**config.mk**
```make
export PLATFORM = sky130hd
export DESIGN_NAME = wall_round_controller_flat
export DESIGN_NICKNAME = d
export VERILOG_FILES = /design/src/rtl/wall_game_pkg.sv /design/src/rtl/wall_round_controller_if.sv /design/src/rtl/wall_round_controller_judge.sv /design/src/rtl/wall_round_controller.sv /design/src/flat_wrapper.sv
export SDC_FILE = /design/constraint.sdc
export NUM_CORES = 1
export LEC_CHECK = 0
export BUFFER_PORTS_ARGS = -buffer_cell sky130_fd_sc_hd__buf_2
export CAP_MARGIN = 15
export CORE_MARGIN = 2
export CORE_UTILIZATION = 35
export CTS_CLUSTER_DIAMETER = 30
export DETAILED_ROUTE_END_ITERATION = 10
export GPL_ROUTABILITY_DRIVEN = 0
export GPL_TIMING_DRIVEN = 0
export PLACE_DENSITY = 0.57
export REMOVE_ABC_BUFFERS = 1
export SLEW_MARGIN = 5
export SYNTH_ARGS = -nofsm -noshare
export SYNTH_HDL_FRONTEND = slang
export SYNTH_SLANG_ARGS = --single-unit
```
**constraint.sdc**
```tcl
create_clock -name clk_in -period 3.19 [get_ports clk_in]
set_clock_uncertainty 0.2 [all_clocks]
set_input_delay 0.319 -clock clk_in [delete_from_list [all_inputs] [get_ports clk_in]]
set_output_delay 0.319 -clock clk_in [all_outputs]
set_load 0.01 [all_outputs]
```
**src/rtl/wall_game_pkg.sv**
```systemverilog
// Shared types and helpers for the hole-in-the-wall round controller.
package wall_game_pkg;

  localparam int DEPTH_W = 8;

  typedef enum logic [2:0] {
    GS_LOST      = 3'd0,
    GS_PLAYING   = 3'd1,
    GS_WON       = 3'd2,
    GS_IDLE      = 3'd3,
    GS_COUNTDOWN = 3'd4
  } game_state_t;

  // Frames per depth step for a given round, floored at min_frames; signed math avoids wrap.
  function automatic int tick_period(input int round, input int max_frames,
                                     input int min_frames, input int step);
    int p;
    p = max_frames - round * step;
    if (p < min_frames) p = min_frames;
    return p;
  endfunction

  function automatic int depth_win_lo(input int goal, input int delta);
    return (goal > delta) ? goal - delta : 0;
  endfunction

  function automatic int depth_win_hi(input int goal, input int delta);
    return goal + delta;
  endfunction

endpackage

```
**src/rtl/wall_round_controller_if.sv**
```systemverilog
// Pixel side-band stream entering the round controller and its 1-cycle registered copy.
interface wall_round_controller_if;
  logic [10:0] hcount_in;
  logic [9:0]  vcount_in;
  logic        data_valid_in;
  logic        is_wall_in;
  logic        is_person_in;
  logic [7:0]  player_depth_in;

  logic [10:0] hcount_out;
  logic [9:0]  vcount_out;
  logic        data_valid_out;
  logic        is_wall_out;
  logic        is_person_out;
  logic [7:0]  player_depth_out;
  logic        is_collision_out;

  modport master (
    output hcount_in, vcount_in, data_valid_in, is_wall_in, is_person_in, player_depth_in,
    input  hcount_out, vcount_out, data_valid_out, is_wall_out, is_person_out,
           player_depth_out, is_collision_out
  );

  modport slave (
    input  hcount_in, vcount_in, data_valid_in, is_wall_in, is_person_in, player_depth_in,
    output hcount_out, vcount_out, data_valid_out, is_wall_out, is_person_out,
           player_depth_out, is_collision_out
  );
endinterface

```
**src/rtl/wall_round_controller_judge.sv**
```systemverilog
// Collision judge: counts colliding pixels per frame and flags at most one life loss per round.
module collision_judge
  import wall_game_pkg::*;
#(
  parameter int COLLISION_THRESHOLD = 64
) (
  input  logic clk_in,
  input  logic rst_in,
  input  logic clr,
  input  logic count_en,
  input  logic pixel_hit,
  input  logic frame_end,
  output logic lose_life,
  output logic round_hit
);

  localparam int HIT_W = $clog2(COLLISION_THRESHOLD + 1);
  localparam logic [HIT_W-1:0] HIT_MAX = HIT_W'(COLLISION_THRESHOLD);

  logic [HIT_W-1:0] hit_cnt;
  logic [HIT_W-1:0] hit_next;

  // The frame-closing pixel itself is included in the verdict.
  always_comb begin
    hit_next = hit_cnt;
    if (count_en && pixel_hit && hit_cnt != HIT_MAX) hit_next = hit_cnt + HIT_W'(1);
  end

  assign lose_life = frame_end && (hit_next == HIT_MAX) && !round_hit;

  always_ff @(posedge clk_in) begin
    if (rst_in) begin
      hit_cnt   <= '0;
      round_hit <= 1'b0;
    end else begin
      if (clr || frame_end) hit_cnt <= '0;
      else                  hit_cnt <= hit_next;
      if (clr)            round_hit <= 1'b0;
      else if (lose_life) round_hit <= 1'b1;
    end
  end

endmodule

```
**src/rtl/wall_round_controller.sv**
```systemverilog
// Round progression controller: countdown, wall advance with per-round speed-up, lives and score.
//   state        | meaning
//   GS_IDLE      | after reset, waiting for start
//   GS_COUNTDOWN | pre-round hold of COUNTDOWN_FRAMES frames
//   GS_PLAYING   | wall advancing, collision judge armed
//   GS_WON       | all rounds cleared, waiting for start
//   GS_LOST      | out of lives, waiting for start
module wall_round_controller
  import wall_game_pkg::*;
#(
  parameter int SCREEN_WIDTH             = 1280,
  parameter int SCREEN_HEIGHT            = 720,
  parameter int GOAL_DEPTH               = 60,
  parameter int GOAL_DEPTH_DELTA         = 10,
  parameter int MAX_WALL_DEPTH           = 75,
  parameter int MAX_FRAMES_PER_WALL_TICK = 15,
  parameter int MIN_FRAMES_PER_WALL_TICK = 3,
  parameter int SPEEDUP_STEP             = 2,
  parameter int MAX_ROUNDS               = 5,
  parameter int NUM_WALLS                = 10,
  parameter int NUM_LIVES                = 3,
  parameter int COLLISION_THRESHOLD      = 64,
  parameter int COUNTDOWN_FRAMES         = 60,
  parameter int SCORE_CLEAN              = 10
) (
  input  logic                         clk_in,
  input  logic                         rst_in,
  input  logic                         start_game_in,
  wall_round_controller_if.slave       pix,
  output logic [DEPTH_W-1:0]           wall_depth_out,
  output logic [$clog2(NUM_WALLS)-1:0] wall_idx_out,
  output logic [7:0]                   round_out,
  output logic [3:0]                   lives_out,
  output logic [15:0]                  score_out,
  output logic [2:0]                   game_state,
  output logic                         life_lost_pulse_out,
  output logic                         round_pass_pulse_out
);

  localparam int IDX_W  = $clog2(NUM_WALLS);
  localparam int TICK_W = $clog2(MAX_FRAMES_PER_WALL_TICK + 1);
  localparam int CD_W   = $clog2(COUNTDOWN_FRAMES + 1);
  localparam logic [DEPTH_W-1:0] WIN_LO     = DEPTH_W'(depth_win_lo(GOAL_DEPTH, GOAL_DEPTH_DELTA));
  localparam logic [DEPTH_W-1:0] WIN_HI     = DEPTH_W'(depth_win_hi(GOAL_DEPTH, GOAL_DEPTH_DELTA));
  localparam logic [DEPTH_W-1:0] LAST_DEPTH = DEPTH_W'(MAX_WALL_DEPTH - 1);
  localparam logic [15:0]        SCORE_INC  = 16'(SCORE_CLEAN);

  game_state_t       state;
  logic [TICK_W-1:0] tick_cnt;
  logic [TICK_W-1:0] tick_reload;
  logic [TICK_W-1:0] period_m1;
  logic [CD_W-1:0]   cd_cnt;

  logic new_frame;
  logic pixel_hit;
  logic playing;
  logic in_window;
  logic lose_life;
  logic round_hit;
  logic out_of_lives;
  logic round_end;
  logic game_start;

  assign new_frame = pix.data_valid_in
                     && pix.hcount_in == 11'(SCREEN_WIDTH - 1)
                     && pix.vcount_in == 10'(SCREEN_HEIGHT - 1);
  assign pixel_hit    = pix.data_valid_in & pix.is_wall_in & pix.is_person_in;
  assign playing      = (state == GS_PLAYING);
  assign in_window    = (wall_depth_out >= WIN_LO) && (wall_depth_out <= WIN_HI);
  assign out_of_lives = lose_life && (lives_out == 4'd1);
  // A losing frame that empties the lives counter pre-empts the round end.
  assign round_end    = playing && new_frame && !out_of_lives
                        && (tick_cnt == '0) && (wall_depth_out == LAST_DEPTH);
  assign game_start   = start_game_in && (state inside {GS_IDLE, GS_WON, GS_LOST});
  assign period_m1    = TICK_W'(tick_period(int'(round_out), MAX_FRAMES_PER_WALL_TICK,
                                            MIN_FRAMES_PER_WALL_TICK, SPEEDUP_STEP) - 1);
  assign game_state   = state;

  collision_judge #(
    .COLLISION_THRESHOLD(COLLISION_THRESHOLD)
  ) u_judge (
    .clk_in    (clk_in),
    .rst_in    (rst_in),
    .clr       (game_start || round_end),
    .count_en  (playing && in_window),
    .pixel_hit (pixel_hit),
    .frame_end (playing && new_frame),
    .lose_life (lose_life),
    .round_hit (round_hit)
  );

  always_ff @(posedge clk_in) begin
    if (rst_in) begin
      state                <= GS_IDLE;
      wall_depth_out       <= '0;
      wall_idx_out         <= '0;
      round_out            <= '0;
      lives_out            <= 4'(NUM_LIVES);
      score_out            <= '0;
      tick_cnt             <= '0;
      tick_reload          <= '0;
      cd_cnt               <= '0;
      life_lost_pulse_out  <= 1'b0;
      round_pass_pulse_out <= 1'b0;
    end else begin
      life_lost_pulse_out  <= lose_life;
      round_pass_pulse_out <= round_end;
      case (state)
        GS_IDLE, GS_WON, GS_LOST: begin
          wall_depth_out <= '0;
          tick_cnt       <= '0;
          if (start_game_in) begin
            state        <= GS_COUNTDOWN;
            round_out    <= '0;
            lives_out    <= 4'(NUM_LIVES);
            score_out    <= '0;
            wall_idx_out <= '0;
            cd_cnt       <= CD_W'(COUNTDOWN_FRAMES - 1);
          end
        end
        GS_COUNTDOWN: begin
          if (new_frame) begin
            if (cd_cnt == '0) begin
              state          <= GS_PLAYING;
              wall_depth_out <= '0;
              tick_cnt       <= period_m1;
              tick_reload    <= period_m1;
            end else begin
              cd_cnt <= cd_cnt - CD_W'(1);
            end
          end
        end
        GS_PLAYING: begin
          if (new_frame) begin
            if (lose_life) lives_out <= lives_out - 4'd1;
            if (out_of_lives) begin
              state          <= GS_LOST;
              wall_depth_out <= '0;
              tick_cnt       <= '0;
            end else if (tick_cnt != '0) begin
              tick_cnt <= tick_cnt - TICK_W'(1);
            end else begin
              tick_cnt <= tick_reload;
              if (round_end) begin
                wall_depth_out <= '0;
                if (!round_hit && !lose_life) begin
                  if (score_out > 16'hFFFF - SCORE_INC) score_out <= 16'hFFFF;
                  else                                  score_out <= score_out + SCORE_INC;
                end
                round_out    <= round_out + 8'd1;
                wall_idx_out <= (wall_idx_out == IDX_W'(NUM_WALLS - 1)) ? '0
                                                                        : wall_idx_out + IDX_W'(1);
                cd_cnt       <= CD_W'(COUNTDOWN_FRAMES - 1);
                state        <= (round_out == 8'(MAX_ROUNDS - 1)) ? GS_WON : GS_COUNTDOWN;
              end else begin
                wall_depth_out <= wall_depth_out + 8'd1;
              end
            end
          end
        end
        default: state <= GS_IDLE;
      endcase
    end
  end

  always_ff @(posedge clk_in) begin
    if (rst_in) begin
      pix.hcount_out       <= '0;
      pix.vcount_out       <= '0;
      pix.data_valid_out   <= 1'b0;
      pix.is_wall_out      <= 1'b0;
      pix.is_person_out    <= 1'b0;
      pix.player_depth_out <= '0;
      pix.is_collision_out <= 1'b0;
    end else begin
      pix.hcount_out       <= pix.hcount_in;
      pix.vcount_out       <= pix.vcount_in;
      pix.data_valid_out   <= pix.data_valid_in;
      pix.is_wall_out      <= pix.is_wall_in;
      pix.is_person_out    <= pix.is_person_in;
      pix.player_depth_out <= pix.player_depth_in;
      pix.is_collision_out <= pixel_hit;
    end
  end

endmodule

```
**src/flat_wrapper.sv**
```systemverilog
// flat-port wrapper written by rule: the top's interface ports become plain ports
module wall_round_controller_flat import wall_game_pkg::*;
#(
  parameter int SCREEN_WIDTH             = 1280,
  parameter int SCREEN_HEIGHT            = 720,
  parameter int GOAL_DEPTH               = 60,
  parameter int GOAL_DEPTH_DELTA         = 10,
  parameter int MAX_WALL_DEPTH           = 75,
  parameter int MAX_FRAMES_PER_WALL_TICK = 15,
  parameter int MIN_FRAMES_PER_WALL_TICK = 3,
  parameter int SPEEDUP_STEP             = 2,
  parameter int MAX_ROUNDS               = 5,
  parameter int NUM_WALLS                = 10,
  parameter int NUM_LIVES                = 3,
  parameter int COLLISION_THRESHOLD      = 64,
  parameter int COUNTDOWN_FRAMES         = 60,
  parameter int SCORE_CLEAN              = 10
)
  (clk_in, rst_in, start_game_in, wall_depth_out, wall_idx_out, round_out, lives_out, score_out, game_state, life_lost_pulse_out, round_pass_pulse_out, pix_hcount_in, pix_vcount_in, pix_data_valid_in, pix_is_wall_in, pix_is_person_in, pix_player_depth_in, pix_hcount_out, pix_vcount_out, pix_data_valid_out, pix_is_wall_out, pix_is_person_out, pix_player_depth_out, pix_is_collision_out);
  wall_round_controller_if pix_i ();
  input  logic clk_in;
  input  logic rst_in;
  input  logic start_game_in;
  output logic [DEPTH_W-1:0] wall_depth_out;
  output logic [$clog2(NUM_WALLS)-1:0] wall_idx_out;
  output logic [7:0] round_out;
  output logic [3:0] lives_out;
  output logic [15:0] score_out;
  output logic [2:0] game_state;
  output logic life_lost_pulse_out;
  output logic round_pass_pulse_out;
  input wire logic [$bits(pix_i.hcount_in)-1:0] pix_hcount_in;
  input wire logic [$bits(pix_i.vcount_in)-1:0] pix_vcount_in;
  input wire logic [$bits(pix_i.data_valid_in)-1:0] pix_data_valid_in;
  input wire logic [$bits(pix_i.is_wall_in)-1:0] pix_is_wall_in;
  input wire logic [$bits(pix_i.is_person_in)-1:0] pix_is_person_in;
  input wire logic [$bits(pix_i.player_depth_in)-1:0] pix_player_depth_in;
  output wire logic [$bits(pix_i.hcount_out)-1:0] pix_hcount_out;
  output wire logic [$bits(pix_i.vcount_out)-1:0] pix_vcount_out;
  output wire logic [$bits(pix_i.data_valid_out)-1:0] pix_data_valid_out;
  output wire logic [$bits(pix_i.is_wall_out)-1:0] pix_is_wall_out;
  output wire logic [$bits(pix_i.is_person_out)-1:0] pix_is_person_out;
  output wire logic [$bits(pix_i.player_depth_out)-1:0] pix_player_depth_out;
  output wire logic [$bits(pix_i.is_collision_out)-1:0] pix_is_collision_out;
  assign pix_i.hcount_in = pix_hcount_in;
  assign pix_i.vcount_in = pix_vcount_in;
  assign pix_i.data_valid_in = pix_data_valid_in;
  assign pix_i.is_wall_in = pix_is_wall_in;
  assign pix_i.is_person_in = pix_is_person_in;
  assign pix_i.player_depth_in = pix_player_depth_in;
  assign pix_hcount_out = pix_i.hcount_out;
  assign pix_vcount_out = pix_i.vcount_out;
  assign pix_data_valid_out = pix_i.data_valid_out;
  assign pix_is_wall_out = pix_i.is_wall_out;
  assign pix_is_person_out = pix_i.is_person_out;
  assign pix_player_depth_out = pix_i.player_depth_out;
  assign pix_is_collision_out = pix_i.is_collision_out;
  wall_round_controller #(.SCREEN_WIDTH(SCREEN_WIDTH), .SCREEN_HEIGHT(SCREEN_HEIGHT), .GOAL_DEPTH(GOAL_DEPTH), .GOAL_DEPTH_DELTA(GOAL_DEPTH_DELTA), .MAX_WALL_DEPTH(MAX_WALL_DEPTH), .MAX_FRAMES_PER_WALL_TICK(MAX_FRAMES_PER_WALL_TICK), .MIN_FRAMES_PER_WALL_TICK(MIN_FRAMES_PER_WALL_TICK), .SPEEDUP_STEP(SPEEDUP_STEP), .MAX_ROUNDS(MAX_ROUNDS), .NUM_WALLS(NUM_WALLS), .NUM_LIVES(NUM_LIVES), .COLLISION_THRESHOLD(COLLISION_THRESHOLD), .COUNTDOWN_FRAMES(COUNTDOWN_FRAMES), .SCORE_CLEAN(SCORE_CLEAN)) u_core (.clk_in(clk_in), .rst_in(rst_in), .start_game_in(start_game_in), .pix(pix_i), .wall_depth_out(wall_depth_out), .wall_idx_out(wall_idx_out), .round_out(round_out), .lives_out(lives_out), .score_out(score_out), .game_state(game_state), .life_lost_pulse_out(life_lost_pulse_out), .round_pass_pulse_out(round_pass_pulse_out));
endmodule
```
==> results_dict.tcl <==
set metrics [dict create \
    status "completed" \
    startpoint "u_core.tick_cnt[0]" \
    dr_total_vias 5051 \
    grt_pass1_vias 4623 \
    netlist_area_mm2 0.00504 \
    reg2reg_to "u_core.score_out[14]" \
    dpl_worst_slack_ps -743 \
    path_depth 9 \
    yosys.area.top_type "dfxtp_1" \
    antenna_found_initial 0 \
    synthDistinctLibCells 74 \
    drv_cap 0 \
    reg2reg_depth 9 \
    globalRouteTotalUtil_pct 19.1 \
    grt_max_degree 62 \
    dp_cells 852 \
    cts_tree "yes" \
    dieArea_mm2 0.0154 \
    start_kind "flip-flop" \
    ys_seq_area_share_pct 39.3 \
    crit_chain "inv_1 -> ha_2 -> or3b_4 -> or3_4 -> or3_4 -> nor2_4 -> a21boi_4 -> o22ai_1 -> a31o_2" \
    drv_slew 0 \
    dpl.hpwl_um 9990 \
    fp.dieW_um 124 \
    cts_buffers 9 \
    n_fill_cell 1378 \
    crit_end "u_core.score_out[14]" \
    fin_crit_ps 3110 \
    syn-instance-count 592 \
    gr-total-overflow 0 \
    netlist_top_cells_area "dfxtp_1, nor2b_1, a21oi_1" \
    syn-mean-instance-area_um2 8.51 \
    cp_max_fo 8 \
    path_clk_slew_ps 70 \
    netlist.area_leader.share_pct 39.3 \
    synth_common_cells "dfxtp_1, nor2_1, nand2_1, a21oi_1, nor2b_1" \
    diodes 0 \
    viasPerCell 5.52 \
    core.rowCount 43 \
    synth-edff-count 0 \
    area_growth_pct 32.5 \
    regArea_mm2 0.00199 \
    r2r_slack_ps 80 \
    path_common_cell "or3_4" \
    async_reset_ff_share_pct 0 \
    wirelength_um 15000 \
    critPathSlowestCell "or3b_4" \
    fp.coreArea_mm2 0.0140 \
    tightest_slew_ps 1150 \
    max_slew_margin_pct 22.3 \
    drt_iter0_drc 341 \
    clock-sinks 99 \
    path_class "reg2reg" \
    yosys_warnings 0 \
    multiInputGateArea_mm2 0.00311 \
    numPortBuffers 112 \
    io_pins 113 \
    powerDensity_mw_per_mm2 605 \
    avgRoutedWirePerCell_um 16.4 \
    grt_pass1_wl_um 23100 \
    die_h_um 124 \
    cp_top_family "simple AND/OR/NAND/NOR gates" \
    htree_levels 3 \
    start_util_pct 36.0 \
    worst_skew_pair.late_latency_ps 350 \
    synth-seq-cells 99 \
    power_leakage_nw 2.79 \
    ir_drop_uv 307 \
    min_path_type "in2reg" \
    setup_viol 0 \
    rsz0062_at_grt "true" \
    yosys_most_used_dff "dfxtp_1" \
    drc 0 \
    clock_path_buffers 2 \
    dr.pass1.iters 5 \
    drive_gt1_share_pct 29.4 \
    timing.fmax_mhz 321 \
    final_antenna_net_count 0 \
    yosysMostFrequentCell "dfxtp_1" \
    min_period_over_period_pct 97.6 \
    cp.required_ps 3240 \
    worst_slack_ps 75.1 \
    stdcell_count 915 \
    critPathArrivalTime_ps 3160 \
    path_buf_inv 1 \
    end_kind "flip-flop" \
    hold_viol 0 \
    crit-reg2reg-launch "u_core.tick_cnt[0]" \
    cts_root_buf "clkbuf_16" \
    slowest_delay_ps 450 \
    final_nets 779 \
]
how the worst min path moves through the flow:
| stage | startpoint | slack, ps | depth (start not counted) | endpoint |
|---|---|---|---|---|
| floorplan | rst_in | 190 | 1 | u_core.wall_depth_out[7] |
| global placement | u_core.cd_cnt[5] | 260 | 1 | u_core.cd_cnt[5] |
| detailed placement | u_core.score_out[7] | 270 | 2 | u_core.score_out[7] |
| CTS | pix_vcount_in[2] | 0.5 | 2 | u_core.pix.vcount_out[2] |
| global route | pix_hcount_in[7] | 7 | 2 | u_core.pix.hcount_out[7] |
| finish | pix_hcount_in[7] | 10 | 2 | u_core.pix.hcount_out[7] |
cells by family (layout without fill, tap and decap cells):
logic type / after synthesis / count (layout) / synth area share (%)
AO/OA/AOI/OAI: 159 / 160 / 23.0
AND/OR/NAND/NOR: 254 / 254 / 27.6
adder cells (fa/ha/maj): 14 / 14 / 3.48
XOR/XNOR: 9 / 9 / 1.56
flip-flops: 99 / 99 / 39.3
multiplexers: 4 / 4 / 0.844
buffers and inverters: 53 / 195 / 4.15
routing by layer:
metal	share of wire, %	vias to the layer above	track usage [%]
met2	46	180	32.4
met5	0	-	0
li1	-	2464	-
met4	1.1	0	4.49
met1	45	2394	23.7
met3	7.9	13	5.68
layout by cell type (no fill, tap or decap), drive strengths merged, types with 14 or more instances in the layout:
| cell type | netlist | routed |
|---|---|---|
| buf | 8 | 136 |
| dfxtp | 99 | 99 |
| nor2 | 45 | 45 |
| nand2 | 43 | 43 |
| nor2b | 36 | 36 |
| a21oi | 36 | 36 |
| nand3 | 24 | 24 |
| nor3 | 23 | 23 |
| dlygate4sd3 | 0 | 22 |
| inv | 21 | 22 |
| o21ai | 20 | 21 |
| ha | 14 | 14 |
flip-flops by register name, summed over array words and instances, names as in the netlist, 3 cells and up:
register,count
u_core.round_out,8
u_core.game_state,3
u_core.pix.vcount_out,10
u_core.tick_cnt,4
u_core.tick_reload,3
u_core.cd_cnt,6
u_core.score_out,16
u_core.lives_out,4
u_core.pix.player_depth_out,8
u_core.wall_depth_out,8
u_core.pix.hcount_out,11
u_core.wall_idx_out,4
u_core.u_judge.hit_cnt,7
area by class of cell:
cell class,instances,area share [%]
clock inverters,6,0.769
clock buffers,10,3.43
well taps,180,3.37
flip-flops and latches,99,29.8
inverters,21,1.18
multi-input cells,441,46.5
repair buffers,158,14.9
power breakdown:
| group | switching, mW | total [mW] | leakage [nW] | internal, mW |
|---|---|---|---|---|
| Clock | 0.492 | 1.03 | 0.133 | 0.537 |
| Sequential | 0.148 | 1.50 | 0.812 | 1.35 |
| Combinational | 0.825 | 1.51 | 1.84 | 0.685 |
what timing repair did:
item                                    in CTS  in global routing
hold endpoints to repair                    22                  0
cloned                                       0                  1
buffers inserted                            14                  9
hold buffers                                22                  0
pin swaps                                    7                  9
endpoints found under the setup margin      59                 47
gates resized for setup                     21                 36
through the flow:
stage                     setup TNS (ps)  instance area [µm²]  utilization (%)  hold WS [ps]  total power, mW
after detailed placement          -26370                 5700             40.7           274             2.68
after CTS                              0                 6410             45.8         0.535             3.93
after global placement            -25040                 5690             40.7           256             2.64
after global routing                -149                 6680             47.7          7.49             4.28
after floorplan                        0                 4910                -           185             2.29
final                                  0                 6680             47.7          14.2             4.04
Note: power is estimated with default switching activity, not from simulation.
